File: src/rtl/vga_line_drawer.sv
// Bresenham line engine: latches two endpoints and a colour on i_start, then
// emits one pixel write per clock to the VGA adapter until the far endpoint.
module vga_line_drawer #(
    parameter int BITS_PER_CHANNEL = 5,
    parameter int WIDTH            = 336,
    parameter int HEIGHT           = 210,
    parameter int WIDTH2           = $clog2(WIDTH),
    parameter int HEIGHT2          = $clog2(HEIGHT)
) (
    input  logic                                  clk50,
    input  logic                                  reset_n,
    input  logic                                  i_start,
    input  logic [WIDTH2-1:0]                     i_x0,
    input  logic [WIDTH2-1:0]                     i_x1,
    input  logic [HEIGHT2-1:0]                    i_y0,
    input  logic [HEIGHT2-1:0]                    i_y1,
    input  logic [2:0][BITS_PER_CHANNEL-1:0]      i_color,
    output logic                                  o_busy,
    output logic                                  o_done,
    output logic [WIDTH2-1:0]                     o_x,
    output logic [HEIGHT2-1:0]                    o_y,
    output logic [2:0][BITS_PER_CHANNEL-1:0]      o_color,
    output logic                                  o_plot
);

    localparam int CW = ((WIDTH2 > HEIGHT2) ? WIDTH2 : HEIGHT2) + 2;
    localparam int EW = CW + 1;
    localparam logic signed [CW-1:0] ZERO  = '0;
    localparam logic [WIDTH2:0]      X_LIM = (WIDTH2 + 1)'(WIDTH);
    localparam logic [HEIGHT2:0]     Y_LIM = (HEIGHT2 + 1)'(HEIGHT);

    typedef enum logic [1:0] {IDLE, DRAW, DONE} state_t;

    state_t                           state_reg;
    logic [WIDTH2-1:0]                x_reg;
    logic [WIDTH2-1:0]                x1_reg;
    logic [HEIGHT2-1:0]               y_reg;
    logic [HEIGHT2-1:0]               y1_reg;
    logic [2:0][BITS_PER_CHANNEL-1:0] color_reg;
    logic signed [CW-1:0]             dx_reg;
    logic signed [CW-1:0]             dy_reg;
    logic signed [CW-1:0]             err_reg;
    logic                             sx_reg;
    logic                             sy_reg;
    logic                             busy_reg;
    logic                             done_reg;

    // Start-time deltas: dx is |x1-x0|, dy is stored already negated.
    logic signed [CW-1:0] x0_s, x1_s, y0_s, y1_s;
    logic signed [CW-1:0] dx_start, dy_start;

    always_comb begin
        x0_s     = $signed(CW'(i_x0));
        x1_s     = $signed(CW'(i_x1));
        y0_s     = $signed(CW'(i_y0));
        y1_s     = $signed(CW'(i_y1));
        dx_start = (x1_s >= x0_s) ? (x1_s - x0_s) : (x0_s - x1_s);
        dy_start = (y1_s >= y0_s) ? (y0_s - y1_s) : (y1_s - y0_s);
    end

    logic signed [EW-1:0]   e2, dx_e, dy_e;
    logic                   step_x, step_y, at_end;
    logic signed [CW-1:0]   err_next;
    logic [WIDTH2-1:0]      x_next;
    logic [HEIGHT2-1:0]     y_next;

    always_comb begin
        e2       = {err_reg, 1'b0};
        dx_e     = {dx_reg[CW-1], dx_reg};
        dy_e     = {dy_reg[CW-1], dy_reg};
        step_x   = (e2 >= dy_e);
        step_y   = (e2 <= dx_e);
        err_next = err_reg + (step_x ? dy_reg : ZERO) + (step_y ? dx_reg : ZERO);
        x_next   = x_reg;
        y_next   = y_reg;
        if (step_x)
            x_next = x_reg + (sx_reg ? WIDTH2'(1) : {WIDTH2{1'b1}});
        if (step_y)
            y_next = y_reg + (sy_reg ? HEIGHT2'(1) : {HEIGHT2{1'b1}});
        at_end   = (x_reg == x1_reg) && (y_reg == y1_reg);
    end

    always_ff @(posedge clk50 or negedge reset_n) begin
        if (!reset_n) begin
            state_reg <= IDLE;
            x_reg     <= '0;
            x1_reg    <= '0;
            y_reg     <= '0;
            y1_reg    <= '0;
            color_reg <= '0;
            dx_reg    <= '0;
            dy_reg    <= '0;
            err_reg   <= '0;
            sx_reg    <= 1'b0;
            sy_reg    <= 1'b0;
            busy_reg  <= 1'b0;
            done_reg  <= 1'b0;
        end else begin
            case (state_reg)
                IDLE: begin
                    done_reg <= 1'b0;
                    if (i_start) begin
                        x_reg     <= i_x0;
                        y_reg     <= i_y0;
                        x1_reg    <= i_x1;
                        y1_reg    <= i_y1;
                        color_reg <= i_color;
                        dx_reg    <= dx_start;
                        dy_reg    <= dy_start;
                        err_reg   <= dx_start + dy_start;
                        sx_reg    <= (i_x0 < i_x1);
                        sy_reg    <= (i_y0 < i_y1);
                        busy_reg  <= 1'b1;
                        state_reg <= DRAW;
                    end
                end
                DRAW: begin
                    // The endpoint pixel is the one on screen now; stop without stepping.
                    if (at_end) begin
                        busy_reg  <= 1'b0;
                        done_reg  <= 1'b1;
                        state_reg <= DONE;
                    end else begin
                        x_reg   <= x_next;
                        y_reg   <= y_next;
                        err_reg <= err_next;
                    end
                end
                DONE: begin
                    done_reg  <= 1'b0;
                    state_reg <= IDLE;
                end
                default: state_reg <= IDLE;
            endcase
        end
    end

    assign o_x     = x_reg;
    assign o_y     = y_reg;
    assign o_color = color_reg;
    assign o_busy  = busy_reg;
    assign o_done  = done_reg;
    // Off-screen pixels still take a cycle but are not written.
    assign o_plot  = (state_reg == DRAW) && ({1'b0, x_reg} < X_LIM) && ({1'b0, y_reg} < Y_LIM);

endmodule

File: config.mk
export PLATFORM = sky130hd
export DESIGN_NAME = vga_line_drawer
export DESIGN_NICKNAME = d
export VERILOG_FILES = /design/src/rtl/vga_line_drawer.sv
export SDC_FILE = /design/constraint.sdc
export NUM_CORES = 1
export LEC_CHECK = 0
export BUFFER_PORTS_ARGS = -buffer_cell sky130_fd_sc_hd__buf_4
export CORE_MARGIN = 2
export CORE_UTILIZATION = 30
export DETAILED_ROUTE_END_ITERATION = 7
export PLACE_DENSITY = 0.48
export SETUP_SLACK_MARGIN = 0.2
export SLEW_MARGIN = 15
export SYNTH_ARGS = -nofsm -noshare
export SYNTH_HDL_FRONTEND = slang
export SYNTH_SLANG_ARGS = --single-unit
File: constraint.sdc
create_clock -name clk50 -period 6.3 [get_ports clk50]
set_clock_uncertainty 0.15 [all_clocks]
set_input_delay 0 -clock clk50 [delete_from_list [all_inputs] [get_ports clk50]]
set_output_delay 0 -clock clk50 [all_outputs]
set_load 0.01 [all_outputs]
**After elaboration in Yosys (flattened, before gate mapping)**

Index checks and enable logic that the tools add are counted.

- $add $sub $neg: 9
- Equal/unequal tests: 9
- Multiplexer cells: 25
- Order comparisons: 8
- Reduce and logical (&&, ||, !) cells: 14

Operators by type and width:

| cell | count |
|---|---|
| 2-to-1 mux 11 bit | 6 |
| 2-to-1 mux 9 bit | 4 |
| adder 11 bit | 3 |
| 2-to-1 mux 8 bit | 4 |
| one-hot mux 11 bit (2 select lines) | 1 |
| subtractor 9 x 9 -> 10 bit | 2 |
| one-hot mux 9 bit (2 select lines) | 1 |
| subtractor 8 x 8 -> 9 bit | 2 |
| one-hot mux 8 bit (2 select lines) | 1 |
| >= comparator 12 x 11 -> 1 bit | 1 |
| <= comparator 12 x 11 -> 1 bit | 1 |
| != test 2 bit (second input constant) | 5 |
| adder 9 bit | 1 |
| equality test 9 bit | 1 |
| >= comparator 9 bit | 1 |
| < comparator 9 bit | 1 |
| < comparator 9 bit (second input constant) | 1 |
| adder 8 bit | 1 |
| equality test 8 bit | 1 |
| >= comparator 8 bit | 1 |
| < comparator 8 bit | 1 |
| < comparator 8 bit (second input constant) | 1 |
| AND reduction 4 bit | 2 |
| AND reduction 2 bit | 3 |
| 11 further kinds | 19 |

- Input port bits: 52
- Bits in registers: 88

**Longest topological paths before layout**

- Depth in word-level cells: 6
- Mapped depth: 20

**Least setup slack after synthesis**

No wires, ideal clock.

- Kind: register to register
- From: register dy_reg[9]
- To: register err_reg[9]
- Setup time: 121 ps
- Cell stages (with the launch flop): 19
- Path slack: 1939 ps
- Path buffers: 0
- Arrival: 4090 ps
- Clock period less this slack: 4361 ps
- Data required time: 6029 ps
- Cells stage by stage: dfrtp_1 -> inv_1 -> ha_1 -> and3_1 -> a221oi_1 -> o21ai_1 -> mux2i_2 -> nor2_1 -> fa_1 -> ha_1 -> fa_1 -> a21o_1 -> a21oi_1 -> o211ai_1 -> a21o_1 -> a21oi_1 -> xor2_1 -> o21ai_0 -> o22a_1

- Word-level cells in the longest chain between the ends: 6

RTL lines:

| what | line | text |
|---|---|---|
| start: declaration | 41 | `logic signed [CW-1:0] dy_reg;` |
| start signal: assignment | 109 | `dy_reg <= dy_start;` |
| >= comparator 12 x 11 -> 1 bit | 71 | `step_x = (e2 >= dy_e);` |
| 2-to-1 mux 11 bit (*) | 73 | `err_next = err_reg + (step_x ? dy_reg : ZERO) + (step_y ? dx_reg : ZERO);` |
| adder 11 bit (*) (2 in a row) | 73 |  |
| 2-to-1 mux 11 bit (*) | 119 | `if (at_end) begin` |
| one-hot mux 11 bit (2 select lines) (*) | 99 | `case (state_reg)` |
| end signal: assignment | 110 | `err_reg <= dx_start + dy_start;` |
| end signal: assignment | 126 | `err_reg <= err_next;` |
| end: declaration | 42 | `logic signed [CW-1:0] err_reg;` |

Mark *: on every way between the ends. The rest lies on a longest branch, timed or not. The select of a mux whose other input is x is not followed.
A chain may end at the register's enable or synchronous reset.

**Worst setup path in the final report**

Same ends and word-level chain as after synthesis.

==> key figures <==
Run status
  • Status: finished with violations
  • Failing checks: negative hold slack

STA
  • Relative slew slack: 51.6%
  • Final Slew Violations: 0
  • Hold slack: -0.00589 ns
  • Final Hold Viols: 6
  • Final period utilization: 77.6%
  • Setup TNS: 0 ns
  • Worst Max-Slew Pin Slew: 0.726 ns
  • Final setup fails: 0
  • Final min period: 4.89 ns
  • Fmax: 205 MHz
  • RSZ-0062 raised after global routing: no

Drt
  • DR WL/cell: 15.4 um
  • Drt via density: 4.71
  • Post-Route WL: 20300 um
  • Top layer reached by signal wires: met4
  • Vias: 6191
  • Final ANT Viol Nets: 0
  • Met2 Wirelength: 9290 um
  • DRC: 0
  • Met3 Wirelength: 614 um
  • WL met1: 10000 um
  • Initial DRC Count: 245
  • Drt first pass iters: 4

Die
  • Row Count: 57
  • Die Span X: 160 um
  • Die Height: 160 um
  • Initial core utilization: 30.3%
  • # IOs: 87
  • Die ar.: 25600 um2
  • CORE AREA: 24100 um2

Critical path
  • WP data arrival: 4.97 ns
  • Crit path buf inv count: 1
  • R2r startpoint: dy_reg[9]$_DFFE_PN0P_
  • R2R depth: 18
  • Max incr delay on CP: 0.50 ns
  • R2R setup slack: 1.41 ns
  • CP required: 6.39 ns
  • Crit end category: flop
  • Delay-heaviest family, CP: compound AO/OA/AOI/OAI gates
  • CP startpoint kind: flop
  • Slowest CP cell: mux2i_2
  • Reg-to-Reg End: err_reg[9]$_DFFE_PN0P_
  • Crit Path Class: reg2reg
  • CP Max Fanout: 10
  • Critical-path cell list: inv_1, ha_1, and3_1, a221oi_1, o21ai_1, mux2i_2, nor2_1, fa_1, ha_1, fa_1, a21o_1, a21oi_1, o211ai_1, a21o_1, a21oi_1, xor2_1, o21ai_0, o22a_1

Final layout
  • Nets: 1144
  • Largest register FFs: 15
  • Share of cells above drive strength 1: 13.9%
  • ANT cells: 0
  • Synthesis-to-finish area growth: 24.2%
  • Layout Cell Area excl Fill: 9060 um2

Power
  • P per Cell Area: 553 nW/um2
  • LEAKAGE: 4.40 nW
  • Max VDD drop: 0.235 mV

Synthesis
  • Syn_nets: 1024
  • Synth Flop Type: dfrtp_1
  • Synth top cells by count: nand2_1 (136), ha_1 (88), dfrtp_1 (85)
  • Cells after Synth: 866
  • Most numerous cell in the Yosys netlist: nand2_1
  • Cell Area, Synth: 7300 um2
  • Area leader, netlist: dfrtp_1
  • Top cell type's share of synthesized area: 29.1%
  • Number of synthesized flops with an enable pin: 0
  • Ys async rst share: 100%
  • Synth warnings: 0
  • Synth Register Bits: 85
  • Synth top area cells: dfrtp_1 (29%), ha_1 (15%), nand2_1 (7.0%)
  • Syn Area/Cell: 8.43 um2
  • Yosys cell types: 65
  • Sequential element share of the synthesized area: 29.1%

CTS
  • CTS Sinks: 85
  • Max Root-Sink Buffers: 2
  • Clk slew on worst S/H paths: 0.07 ns
  • Post-CTS setup buffer count: 0
  • H-tree Lvls: 3
  • Number of gates resized after CTS: 0
  • CTS tree: yes
  • Cts bufs inserted: 9
  • Skew-Pair Late Insertion Delay: 0.35 ns
  • Root buf cell: clkbuf_16
  • Hold buffer count at cts: 47

Placement
  • DP Wirelength: 15600 um
  • IO buf count: 86
  • Post-placement cell area: 8280 um2
  • Routability cong.: 0.828

Global route
  • Vias in the first global route: 6143
  • Initial antenna violation count: 0
  • GRT Total Usage: 16.3%
  • First-pass GRT wire length: 33200 um
  • Grt total ovfl: 0
  • Largest net degree at the start of global routing: 51

Worst hold path
  • Worst min-delay path class: in2async

Flow run
  • Number of max-cap violations: 0
-- placed cells by master, fill, tap and decap left out, types with 3 or more instances in the layout --
master | Yosys | final
a211oi_1 | 4 | 4
a21o_1 | 20 | 20
a21boi_0 | 3 | 3
mux2i_1 | 8 | 8
nor3_1 | 9 | 9
and2_1 | 12 | 11
nor2b_1 | 10 | 9
dfrtp_1 | 85 | 85
fa_1 | 18 | 18
clkbuf_16 | 0 | 9
buf_4 | 2 | 93
o21ai_0 | 75 | 75
xor2_1 | 16 | 16
nand3_1 | 16 | 16
mux2_2 | 9 | 9
inv_1 | 82 | 82
nand2b_1 | 9 | 9
a221oi_1 | 3 | 3
o21a_1 | 3 | 3
a21oi_1 | 55 | 55
o41ai_1 | 3 | 3
inv_8 | 0 | 3
a31oi_1 | 3 | 3
o211ai_1 | 6 | 6
o311ai_0 | 3 | 3
xnor2_1 | 42 | 42
a22oi_1 | 3 | 3
dlygate4sd3_1 | 0 | 47
and3_1 | 6 | 6
o31ai_1 | 3 | 3
nor2_1 | 54 | 54
ha_1 | 88 | 88
nand2_1 | 136 | 135
nand4_1 | 6 | 6
o21bai_1 | 5 | 5
-- worst register-to-register path, cell delays in order (launching register included) --
cell and delay, ns:
dfrtp_1 0.39, inv_1 0.17, ha_1 0.27, and3_1 0.21, a221oi_1 0.31, o21ai_1 0.12, mux2i_2 0.50, nor2_1 0.13
fa_1 0.48, ha_1 0.24, fa_1 0.40, a21o_1 0.19, a21oi_1 0.25, o211ai_1 0.18, a21o_1 0.20, a21oi_1 0.16
xor2_1 0.16, o21ai_0 0.09, o22a_1 0.17
-- worst max path at each step --
stage                             endpoint  cells after the start                  start
floorplan           err_reg[9]$_DFFE_PN0P_                     18  dy_reg[9]$_DFFE_PN0P_
finish              err_reg[9]$_DFFE_PN0P_                     18  dy_reg[9]$_DFFE_PN0P_
global placement    err_reg[9]$_DFFE_PN0P_                     18  dy_reg[9]$_DFFE_PN0P_
CTS                 err_reg[9]$_DFFE_PN0P_                     18  dy_reg[9]$_DFFE_PN0P_
detailed placement  err_reg[9]$_DFFE_PN0P_                     18  dy_reg[9]$_DFFE_PN0P_
global route        err_reg[9]$_DFFE_PN0P_                     18  dy_reg[9]$_DFFE_PN0P_
-- kinds of logic after synthesis --
logic type      count (synthesis)  share of synthesized area [%]
compound gates                213                           18.2
xor+xnor                       59                           7.27
fa+ha+maj                     106                           20.0
buf+inv                       113                           6.02
flops                          85                           29.1
mux                            19                           2.88
simple gates                  271                           16.4
-- area by class of cell --
class	instances	area [um2]
flip-flops and latches	85	2130
clock inverters	7	87.6
well taps	324	405
multi-input cells	668	4740
clock buffers	9	225
inverters	82	308
fillers	2581	15000
repair buffers	140	1170
-- metrics by stage --
step	std cells	total power [mW]	hold WS, ns	setup WS (ns)	util (%)
after floorplan	866	3.58	-0.446	1.94	-
after global placement	1252	4.44	-0.149	1.53	34.3
after detailed placement	1252	4.44	-0.153	1.39	34.3
after CTS	1315	5.07	0.00523	1.37	37.6
after global routing	1315	5.61	0.0289	0.999	37.6
final	1315	5.01	-0.00589	1.41	37.6
-- power by group --
group          internal (mW)  switching [mW]
Combinational           1.61            1.80
Clock                  0.318           0.261
Sequential             0.796           0.221
-- layer usage --
metal	track usage [%]	vias up
li1	-	3195
met1	23.3	2884
met2	26.1	93
met3	2.18	19
met4	4.34	0
met5	0	-
Note: power is estimated with default switching activity, not from simulation.
